### config.mk
export PLATFORM = sky130hd
export DESIGN_NAME = serial_add_sequencer
export DESIGN_NICKNAME = d
export VERILOG_FILES = /design/src/rtl/serial_add_pkg.sv /design/src/rtl/serial_bit_counter.sv /design/src/rtl/serial_add_sequencer.sv
export SDC_FILE = /design/constraint.sdc
export NUM_CORES = 1
export LEC_CHECK = 0
export CORE_ASPECT_RATIO = 1.2
export CORE_MARGIN = 2
export CORE_UTILIZATION = 25
export CTS_BUF_LIST = sky130_fd_sc_hd__clkbuf_4
export DETAILED_ROUTE_END_ITERATION = 8
export DONT_BUFFER_PORTS = 1
export GPL_ROUTABILITY_DRIVEN = 0
export HOLD_SLACK_MARGIN = 0.05
export PLACE_DENSITY = 0.39
export SYNTH_ARGS = -nofsm -noshare
export SYNTH_HDL_FRONTEND = slang
export SYNTH_SLANG_ARGS = --single-unit
### constraint.sdc
create_clock -name clk -period 1.65 [get_ports clk]
set_input_delay 0.495 -clock clk [delete_from_list [all_inputs] [get_ports clk]]
set_output_delay 0.495 -clock clk [all_outputs]
set_load 0.05 [all_outputs]
### src/rtl/serial_add_pkg.sv
// Shared definitions for the bit-serial add controller.
//   state_e       : FSM state encoding (IDLE -> RUN -> DONE -> IDLE)
//   DEFAULT_WIDTH : default operand/sum width
//   DEFAULT_CNT_W : default bit-counter width, clog2(DEFAULT_WIDTH)
package serial_add_pkg;

    localparam int unsigned DEFAULT_WIDTH = 8;
    localparam int unsigned DEFAULT_CNT_W = 3;

    typedef enum logic [1:0] {
        ST_IDLE = 2'd0,
        ST_RUN  = 2'd1,
        ST_DONE = 2'd2
    } state_e;

endpackage : serial_add_pkg

### src/rtl/serial_bit_counter.sv
// Bit-position counter for the serial adder.
//   clk, rst_n : clock, async active-low reset
//   clr        : synchronous clear (wins over en)
//   en         : increment enable
//   tc_c       : terminal count, high while cnt == TC_VAL
module serial_bit_counter #(
    parameter int unsigned CNT_W  = 3,
    parameter int unsigned TC_VAL = 7
) (
    input  logic clk,
    input  logic rst_n,
    input  logic clr,
    input  logic en,
    output logic tc_c
);

    logic [CNT_W-1:0] cnt_q;
    logic [CNT_W-1:0] cnt_d;

    // Next count: clear has priority over increment.
    always_comb begin
        cnt_d = cnt_q;
        if (clr) begin
            cnt_d = '0;
        end else if (en) begin
            cnt_d = cnt_q + CNT_W'(1);
        end
    end

    always_ff @(posedge clk or negedge rst_n) begin
        if (!rst_n) begin
            cnt_q <= '0;
        end else begin
            cnt_q <= cnt_d;
        end
    end

    assign tc_c = (cnt_q == CNT_W'(TC_VAL));

endmodule : serial_bit_counter

### src/rtl/serial_add_sequencer.sv
// Bit-serial add controller driving an external single-bit full adder, LSB first.
//   clk, rst_n        : clock, async active-low reset
//   start             : add request, sampled only in IDLE
//   a, b, cin         : operands and initial carry, latched on accepted start
//   fa_x, fa_y, fa_cin: bit pair and running carry to the adder (0 outside RUN)
//   fa_s, fa_cout     : sum and carry back from the adder
//   busy              : high while in RUN
//   done              : one-cycle pulse when sum/cout are updated
//   sum, cout         : assembled result, held until the end of the next add
module serial_add_sequencer
    import serial_add_pkg::*;
#(
    parameter int unsigned WIDTH = DEFAULT_WIDTH,
    parameter int unsigned CNT_W = $clog2(WIDTH)
) (
    input  logic             clk,
    input  logic             rst_n,
    input  logic             start,
    input  logic [WIDTH-1:0] a,
    input  logic [WIDTH-1:0] b,
    input  logic             cin,
    output logic             fa_x,
    output logic             fa_y,
    output logic             fa_cin,
    input  logic             fa_s,
    input  logic             fa_cout,
    output logic             busy,
    output logic             done,
    output logic [WIDTH-1:0] sum,
    output logic             cout
);

    state_e           state_q, state_d;
    logic [WIDTH-1:0] a_sh_q, a_sh_d;
    logic [WIDTH-1:0] b_sh_q, b_sh_d;
    logic [WIDTH-1:0] sum_sh_q, sum_sh_d;
    logic             carry_q, carry_d;
    logic [WIDTH-1:0] sum_q, sum_d;
    logic             cout_q, cout_d;
    logic             busy_q, busy_d;
    logic             done_q, done_d;
    logic             cnt_clr;
    logic             cnt_en;
    logic             last_bit_c;
    logic             run_c;

    serial_bit_counter #(
        .CNT_W  (CNT_W),
        .TC_VAL (WIDTH - 1)
    ) u_cnt (
        .clk   (clk),
        .rst_n (rst_n),
        .clr   (cnt_clr),
        .en    (cnt_en),
        .tc_c  (last_bit_c)
    );

    // Adder drive is gated by state so nothing leaks out in IDLE/DONE.
    assign run_c  = (state_q == ST_RUN);
    assign fa_x   = run_c & a_sh_q[0];
    assign fa_y   = run_c & b_sh_q[0];
    assign fa_cin = run_c & carry_q;

    // Next-state and datapath control.
    always_comb begin
        state_d  = state_q;
        a_sh_d   = a_sh_q;
        b_sh_d   = b_sh_q;
        sum_sh_d = sum_sh_q;
        carry_d  = carry_q;
        sum_d    = sum_q;
        cout_d   = cout_q;
        cnt_clr  = 1'b0;
        cnt_en   = 1'b0;

        case (state_q)
            ST_IDLE: begin
                if (start) begin
                    a_sh_d   = a;
                    b_sh_d   = b;
                    carry_d  = cin;
                    sum_sh_d = '0;
                    cnt_clr  = 1'b1;
                    state_d  = ST_RUN;
                end
            end
            ST_RUN: begin
                // Sum bits enter at the MSB so bit 0 ends up at the LSB after WIDTH shifts.
                sum_sh_d = {fa_s, sum_sh_q[WIDTH-1:1]};
                a_sh_d   = a_sh_q >> 1;
                b_sh_d   = b_sh_q >> 1;
                carry_d  = fa_cout;
                cnt_en   = 1'b1;
                if (last_bit_c) begin
                    sum_d   = {fa_s, sum_sh_q[WIDTH-1:1]};
                    cout_d  = fa_cout;
                    state_d = ST_DONE;
                end
            end
            ST_DONE: begin
                state_d = ST_IDLE;
            end
            default: begin
                state_d = ST_IDLE;
            end
        endcase

        busy_d = (state_d == ST_RUN);
        done_d = (state_d == ST_DONE);
    end

    always_ff @(posedge clk or negedge rst_n) begin
        if (!rst_n) begin
            state_q  <= ST_IDLE;
            a_sh_q   <= '0;
            b_sh_q   <= '0;
            sum_sh_q <= '0;
            carry_q  <= 1'b0;
            sum_q    <= '0;
            cout_q   <= 1'b0;
            busy_q   <= 1'b0;
            done_q   <= 1'b0;
        end else begin
            state_q  <= state_d;
            a_sh_q   <= a_sh_d;
            b_sh_q   <= b_sh_d;
            sum_sh_q <= sum_sh_d;
            carry_q  <= carry_d;
            sum_q    <= sum_d;
            cout_q   <= cout_d;
            busy_q   <= busy_d;
            done_q   <= done_d;
        end
    end

    assign busy = busy_q;
    assign done = done_q;
    assign sum  = sum_q;
    assign cout = cout_q;

endmodule : serial_add_sequencer

==> results list, run 1 <==
- The flow ran to the end, but the final reports show violations.
- The checks that failed: setup timing.
- No sink is reached through more buffers than the 2 on the longest clock path.
- Number of nets produced by synthesis: 163
- Kind of end point of the critical path: output port
- Fin. max-slew vios: 0
* Ant. Diodes: 0
- Once detail routing completed, the nets flagged for antenna violations numbered 0.
- For this configuration, the core starts out at a cell density of 26.2%.
- Final count of negative-setup-slack endpoints: 3
- Post-Synthesis Mean Instance Area: 12.2 um2
* Largest net degree at the start of global routing: 41
- Most numerous cell in the Yosys netlist: sky130_fd_sc_hd__dfrtp_1
- Number of unique standard cell types used by synthesis: 23
- Delay of the slowest cell on the worst path: 420 ps
- The region available for standard cell placement spans 6490 um2.
- Among all flip-flop cells after synthesis, the most frequent one is sky130_fd_sc_hd__dfrtp_1.
* Fill cells: 686
- Fmax: 564 MHz
- The number of global-route vias before repair came to 1175.
- Setup repair after global routing could not meet its margin everywhere.
- The worst pin sits at a relative slew slack of 67.2%.
* CTS tree: done
- The number of hold violations in the final report was 0.
- Cells along the critical path: nor2b_4 -> and2_4 -> buf_12
- After layout, the worst setup slack is -123 ps.
- Number of clock sinks: 40
- In the final layout, flip-flops and latches occupy 1000 um2.
- Yosys warning count: 0
- Later-pin clock latency in the skew report: 340 ps
* H-tree levels: 2
* Wire length per cell after detailed routing: 15.0 um
- Count of flip-flops with a built-in enable after synthesis: 0
* Area of the mapped netlist: 1700 um2
- Per report_power, the clock group accounts for 15.0% of the total.
- In the synthesized netlist the async set-or-reset flop fraction comes to 100%.
- STA classifies the critical path startpoint as a flop.
- Data arrival time of the critical path: 1280 ps
- Area of the multi-input gates: 591 um2
* Leak Pwr: 0.955 nW
- In this run the power density over the cells is 2120 nW/um2.
- Die boundary height: 94.3 um
- Critical path type: flop to output port
- Share of total power in sequential cells: 46.0%
- Hold Path Class: primary input to flop
- Commonest cells in the synthesized netlist: sky130_fd_sc_hd__dfrtp_1, sky130_fd_sc_hd__inv_1, sky130_fd_sc_hd__a222oi_1, sky130_fd_sc_hd__nor2_1, sky130_fd_sc_hd__mux2_2
- In this run the count of I/O pins placed on the die edge is 36.
* Power dissipated by switching net loads: 1.71 mW
- Worst slew pin tran: 493 ps
- IR Drop Worst-Case VDD: 768 uV
- Of the total power, the share spent switching nets is 39.6%.
- The kind of cell with the highest combined delay along the critical path is flip-flops.
- Area growth, synth to finish: 19.5%
* Internal power of the cells: 2.60 mW
- Largest fanout on the critical path: 6
* Flops & latches, synth: 40
* CTS root buffer: sky130_fd_sc_hd__clkbuf_4
- Cells with a size suffix above 1 make up 24.3% of the layout.
* Post-DP HPWL: 2410 um
* Die area: 7470 um2
* Area leader, netlist: sky130_fd_sc_hd__dfrtp_1
- In this run the horizontal extent of the chip is 79.3 um.
- Final-layout worst hold slack: 294 ps
- Clock Pin Slew Worst Setup and Hold Paths: 120 ps
* Vias per inst: 4.78
- Required time reported for the critical path endpoint: 1150 ps
- Input and output buffers added on the ports amount to 0.
* Final Critical Period: 1770 ps
* Cell with the biggest individual delay on the critical path: sky130_fd_sc_hd__dfrtp_1
- For this block, the via count after detailed routing is 1133.
- The first TritonRoute pass finished after 5 iterations.
- Synthesized netlist cell count: 139
- Period utilization: 107%
* Clock buffer count from CTS: 5
* Residual overflow from global routing: 0
- Total length of routed wires: 3550 um
* Remaining DRCs: 0
- The synthesized design devotes to its leading area cell type 58.9% of total area.
- Buffer and inverter count on the worst path: 1
- Setup TNS: -368 ps
- Wire length of the first global-routing pass: 5920 um
- Cell types with the largest area share after synthesis: sky130_fd_sc_hd__dfrtp_1, sky130_fd_sc_hd__mux2_2, sky130_fd_sc_hd__a222oi_1
- The share of total power dissipated in combinational logic is 39.0%.
* GR Util All Layers: 10.6%
- Drt first-iter violations: 98
- Core Rows: 32
- Layout net count: 175
- Setup Skew: 7.29 ps
- Sequential elements use 58.9% of the synthesized area.
- The initial antenna violation count was 0.
- Maximum capacitance violations: 0
## cells in the final DEF, fill, tap and decap left out, drive strengths merged, types with 3 or more instances in the layout
cell type and n:
a211oi 4, a222oi 11, a22o 9, and2 3, buf 14, clkbuf 6
dfrtp 40, inv 20, mux2 10, nor2 11, nor2b 3, nor3b 4
nor4b 4
## final cells by class
type                    count  area share, %
flip-flops and latches     40           49.3
multi-input cells          69           29.1
repair buffers             15           8.75
well taps                  85           5.24
inverters                  20           3.70
clock buffers               6           2.22
clock inverters             2           1.73
## power by group through the flow
stage	logic (mW)	registers [mW]	clock network (mW)
3_5_place_dp	1.60	2.01	0
4_1_cts	1.71	2.00	0.681
2_1_floorplan	1.11	1.95	0
3_3_place_gp	1.55	2.01	0
5_1_grt	1.85	2.05	0.722
6_report	1.68	1.99	0.647
## what timing repair did
action,in CTS,in global routing
endpoints found under the hold margin,40,0
buffers inserted,2,0
hold buffers,2,0
pin swaps,1,1
gates cloned,0,0
endpoints found under the setup margin,3,12
resized for setup,5,1
## worst register-to-register path, stage by stage (launching register included)
cell	delay [ps]
sky130_fd_sc_hd__dfrtp_1	400
sky130_fd_sc_hd__ha_1	210
sky130_fd_sc_hd__ha_1	190
sky130_fd_sc_hd__nand3b_1	110
sky130_fd_sc_hd__buf_4	170
sky130_fd_sc_hd__mux2_2	330
## kinds of logic (layout without fill, tap and decap cells)
group	count (synthesis)	count (layout)	share of synthesized area [%]
simple gates	28	28	9.79
mux	10	10	6.63
compound gates	29	29	15.5
fa+ha+maj	2	2	1.47
buf+inv	30	43	7.66
flops	40	40	58.9
## registers in the layout (all words and copies together), names as in the netlist
| name | flops |
|---|---|
| sum_sh_q | 7 |
| carry_q | 1 |
| done | 1 |
| u_cnt.cnt_q | 3 |
| b_sh_q | 8 |
| state_q | 2 |
| sum | 8 |
| cout | 1 |
| busy | 1 |
| a_sh_q | 8 |
## per-stage QoR
step | cells | worst slack [ps] | total power, mW | instance area (um2) | utilization (%)
after global placement | 225 | -12.7 | 3.56 | 1890 | 29.1
after CTS | 237 | -170 | 4.38 | 2020 | 31.2
after detailed placement | 225 | -73.0 | 3.60 | 1890 | 29.1
final | 237 | -123 | 4.31 | 2030 | 31.3
after global routing | 237 | -210 | 4.62 | 2030 | 31.3
after floorplan | 139 | -12.0 | 3.06 | 1700 | -
## path summary, 6_finish.rpt
path,end,depth (start not counted),slack (ps),start
max,fa_x,3,-120,state_q[1]
min,sum_sh_q[7],1,290,fa_s
max reg2reg,sum[4],5,140,u_cnt.cnt_q[0]
min reg2reg,b_sh_q[7],1,510,b_sh_q[7]
max in group asynchronous,sum_sh_q[7],2,850,rst_n
min in group asynchronous,b_sh_q[2],2,600,rst_n
## layer usage
layer	routed length, um	GRT usage [%]	vias to the layer above
met3	252	4.42	2
li1	-	-	525
met2	1750	16.7	31
met4	30	4.31	0
met1	1520	12.7	575
met5	0	0	-
Note: power is estimated with default switching activity, not from simulation.
==> inputs of run 2 (changes only) <==
REMOVE_ABC_BUFFERS = 1   (was not set)
==> run 2 against run 1 <==
Effect of this change: clock power decreased by 3%; fmax increased by 0.86%; worst hold slack got worse by 5.8 ps; combinational power about the same; global-route usage increased by 0.081 points; highest routed layer unchanged; critical endpoint is now fa_cin; core utilization decreased by 0.15 points; register-to-register slack got worse by 20 ps; the flow still finishes with violations (setup timing); first-iteration DRC count decreased by 16%.
==> results list, run 2 (synthesis results as in run 1) <==
* Run status: finished with violations
- The checks that failed: setup timing.
- The largest clock skew in the final design is 4.92 ps (-2.37 ps).
- The CTS buffer count was 5 (unchanged).
- The core footprint is 6490 um2 (unchanged).
* Final count of negative-setup-slack endpoints: 3 (unchanged)
- The slew at the pin with the worst max-slew slack was 607 ps (+114 ps).
* Number of primary I/O pins: 36 (unchanged)
- Slack of the worst reg-to-reg path: 120 ps (-20 ps)
- Later-pin clock latency in the skew report: 340 ps (about the same)
- The number of global-route vias before repair came to 1161 (-1.2%).
* Total length of routed wires: 3630 um (+2.4%)
- The fraction of layout instances using a drive strength above 1 came to 23.7% (-0.66 points).
- The number of hold violations in the final report was 0 (unchanged).
- The number of buffers inserted by port buffering came to 0 (unchanged).
- Core Rows: 32 (unchanged)
* CTS tree: done
* Filler-free cell count of the finished design: 237 (unchanged)
- The peak supply drop was 675 uV (-12%).
- The routed length per instance came to 15.3 um (+2.4%).
* Final Worst Setup Slack: -108 ps (+15.2 ps)
- Reg2reg end: sum[4]
* Hold Path End: cout
- The clock-pin slew of the registers on the worst-case setup and hold paths came to 120 ps (about the same).
- Drt first-iter violations: 82 (-16%)
* Largest net degree at the start of global routing: 41 (unchanged)
- Crit Reg-Reg Startpoint: u_cnt.cnt_q[0]
* Area growth, synth to finish: 18.9%
* Drt first pass iters: 5 (unchanged)
- The cell depth of the worst flop-to-flop path was 5 (unchanged).
* Crit start category: flop
- The number of nets in the layout came to 175 (unchanged).
- Initial cell density of the core: 26.2% (unchanged)
- The worst hold path begins at fa_cout.
* Number of nets still failing antenna checks after routing: 0 (unchanged)
- Via Count: 1143 (+0.88%)
* Fin. max-slew vios: 0 (unchanged)
- H-tree levels: 2 (unchanged)
- The maximum fanout along the worst path is 5 (-1).
- Kind of end point of the critical path: output port
* Period utilization: 107% (-0.92 points)
- The headroom to the max-slew limit was 59.4% (-7.8 points).
* Required time reported for the critical path endpoint: 1150 ps (about the same)
- Die Span X: 79.3 um (unchanged)
- The detailed-placement wirelength estimate is 2400 um (-0.51%).
- Power after layout: 4.31 mW (-0.16%)
* Bufs on Longest Clock Path: 2 (unchanged)
- The instance count after placement with tap cells included came to 223 (-0.89%).
- The initial antenna violation count was 0 (unchanged).
* Vias per inst: 4.82 (+0.88%)
* Fmax: 569 MHz (+0.86%)
- Final Critical Period: 1760 ps (-15.2 ps)
- The number of max-capacitance violations reported was 0 (unchanged).
- CTS root buffer: sky130_fd_sc_hd__clkbuf_4
- Setup repair after global routing could not meet its margin everywhere.
- The static leakage came to 0.954 nW (about the same).
- Data arrival time of the critical path: 1260 ps (-20 ps)
- The worst hold path cell count came to 1 (unchanged).
- The DRC violation count after routing came to 0 (unchanged).
* Critical path type: flop to output port
- The library cells used most frequently in the layout, excluding fill and tap cells, are sky130_fd_sc_hd__dfrtp_1, sky130_fd_sc_hd__inv_1, sky130_fd_sc_hd__nor2_1, sky130_fd_sc_hd__a222oi_1, sky130_fd_sc_hd__mux2_2.
- The die area is 7470 um2 (unchanged).
- Power density over the cells: 2130 nW/um2 (+0.33%)
* Ant. Diodes: 0 (unchanged)
* Wire length of the first global-routing pass: 6080 um (+2.7%)
* GR Util All Layers: 10.6% (+0.081 points)
* Die boundary height: 94.3 um (unchanged)
- Hold Path Class: primary input to flop
* Residual overflow from global routing: 0 (unchanged)
* Number of clock sinks: 40 (unchanged)
* Most common cell after layout, fill and taps aside: sky130_fd_sc_hd__dfrtp_1
[run 2: cell types whose count changed in the layout (fill, tap and decap cells not counted)]
cell | previous run | this run
sky130_fd_sc_hd__clkinv_1 | 0 | 2
sky130_fd_sc_hd__clkbuf_4 | 6 | 5
sky130_fd_sc_hd__clkinv_2 | 1 | 0
sky130_fd_sc_hd__nor2b_1 | 2 | 1
sky130_fd_sc_hd__nor2b_2 | 0 | 1
sky130_fd_sc_hd__o21bai_2 | 0 | 1
sky130_fd_sc_hd__o21bai_4 | 1 | 0
[run 2: report_power, final]
group / internal, mW / switching [mW]
Combinational: 0.876 / 0.814
Clock: 0.310 / 0.318
Sequential: 1.39 / 0.594
Total: 2.58 / 1.73
[run 2: worst max-delay path, cell delays in order (launching register included)]
cell                      delay [ps]
sky130_fd_sc_hd__dfrtp_1         420
sky130_fd_sc_hd__nor2b_4         190
sky130_fd_sc_hd__and2_4          180
sky130_fd_sc_hd__buf_12          130
[run 2: through the flow]
| step | hold WS (ps) | setup TNS [ps] | setup slack [ps] | cell area, um2 | util [%] |
|---|---|---|---|---|---|
| final | 288 | -306 | -108 | 2020 | 31.2 |
| after global routing | 253 | -596 | -204 | 2020 | 31.2 |
| after CTS | 272 | -423 | -147 | 2020 | 31.2 |
| after detailed placement | 201 | -1070 | -108 | 1870 | 28.8 |
| after global placement | 201 | -340 | -59.9 | 1870 | 28.8 |
| after floorplan | 199 | -4980 | -786 | 1640 | - |
[run 2: layout make-up]
class,count,area [um2]
Multi-Input combinational cell,69,586
Clock buffer,5,37.5
Inverter,20,75.1
Fill cell,692,4470
Tap cell,85,106
Clock inverter,3,37.5
Timing Repair Buffer,15,178
Sequential cell,40,1000
[run 2: timing repair]
item                                    CTS  global route
pin swaps                                 2             0
resized for setup                         5             0
buffers inserted                          4             0
hold buffers                              2             0
hold endpoints to repair                 40             0
endpoints found under the setup margin   17             3
[run 2: metal layers]
layer	track usage, %	vias to the layer above	part of all wire, %
met1	13.4	575	46
met5	0	-	0
met3	5.00	4	10
met4	3.45	0	0.88
li1	-	520	-
met2	16.2	44	43
[run 2: how the worst max path moves through the flow]
stage | start | end | slack (ps) | depth (start not counted)
floorplan | state_q[1] | fa_cin | -790 | 2
global placement | state_q[1] | fa_cin | -60 | 3
detailed placement | state_q[1] | fa_cin | -110 | 3
CTS | state_q[1] | fa_cin | -150 | 3
global route | state_q[1] | fa_cin | -200 | 3
finish | state_q[1] | fa_cin | -110 | 3
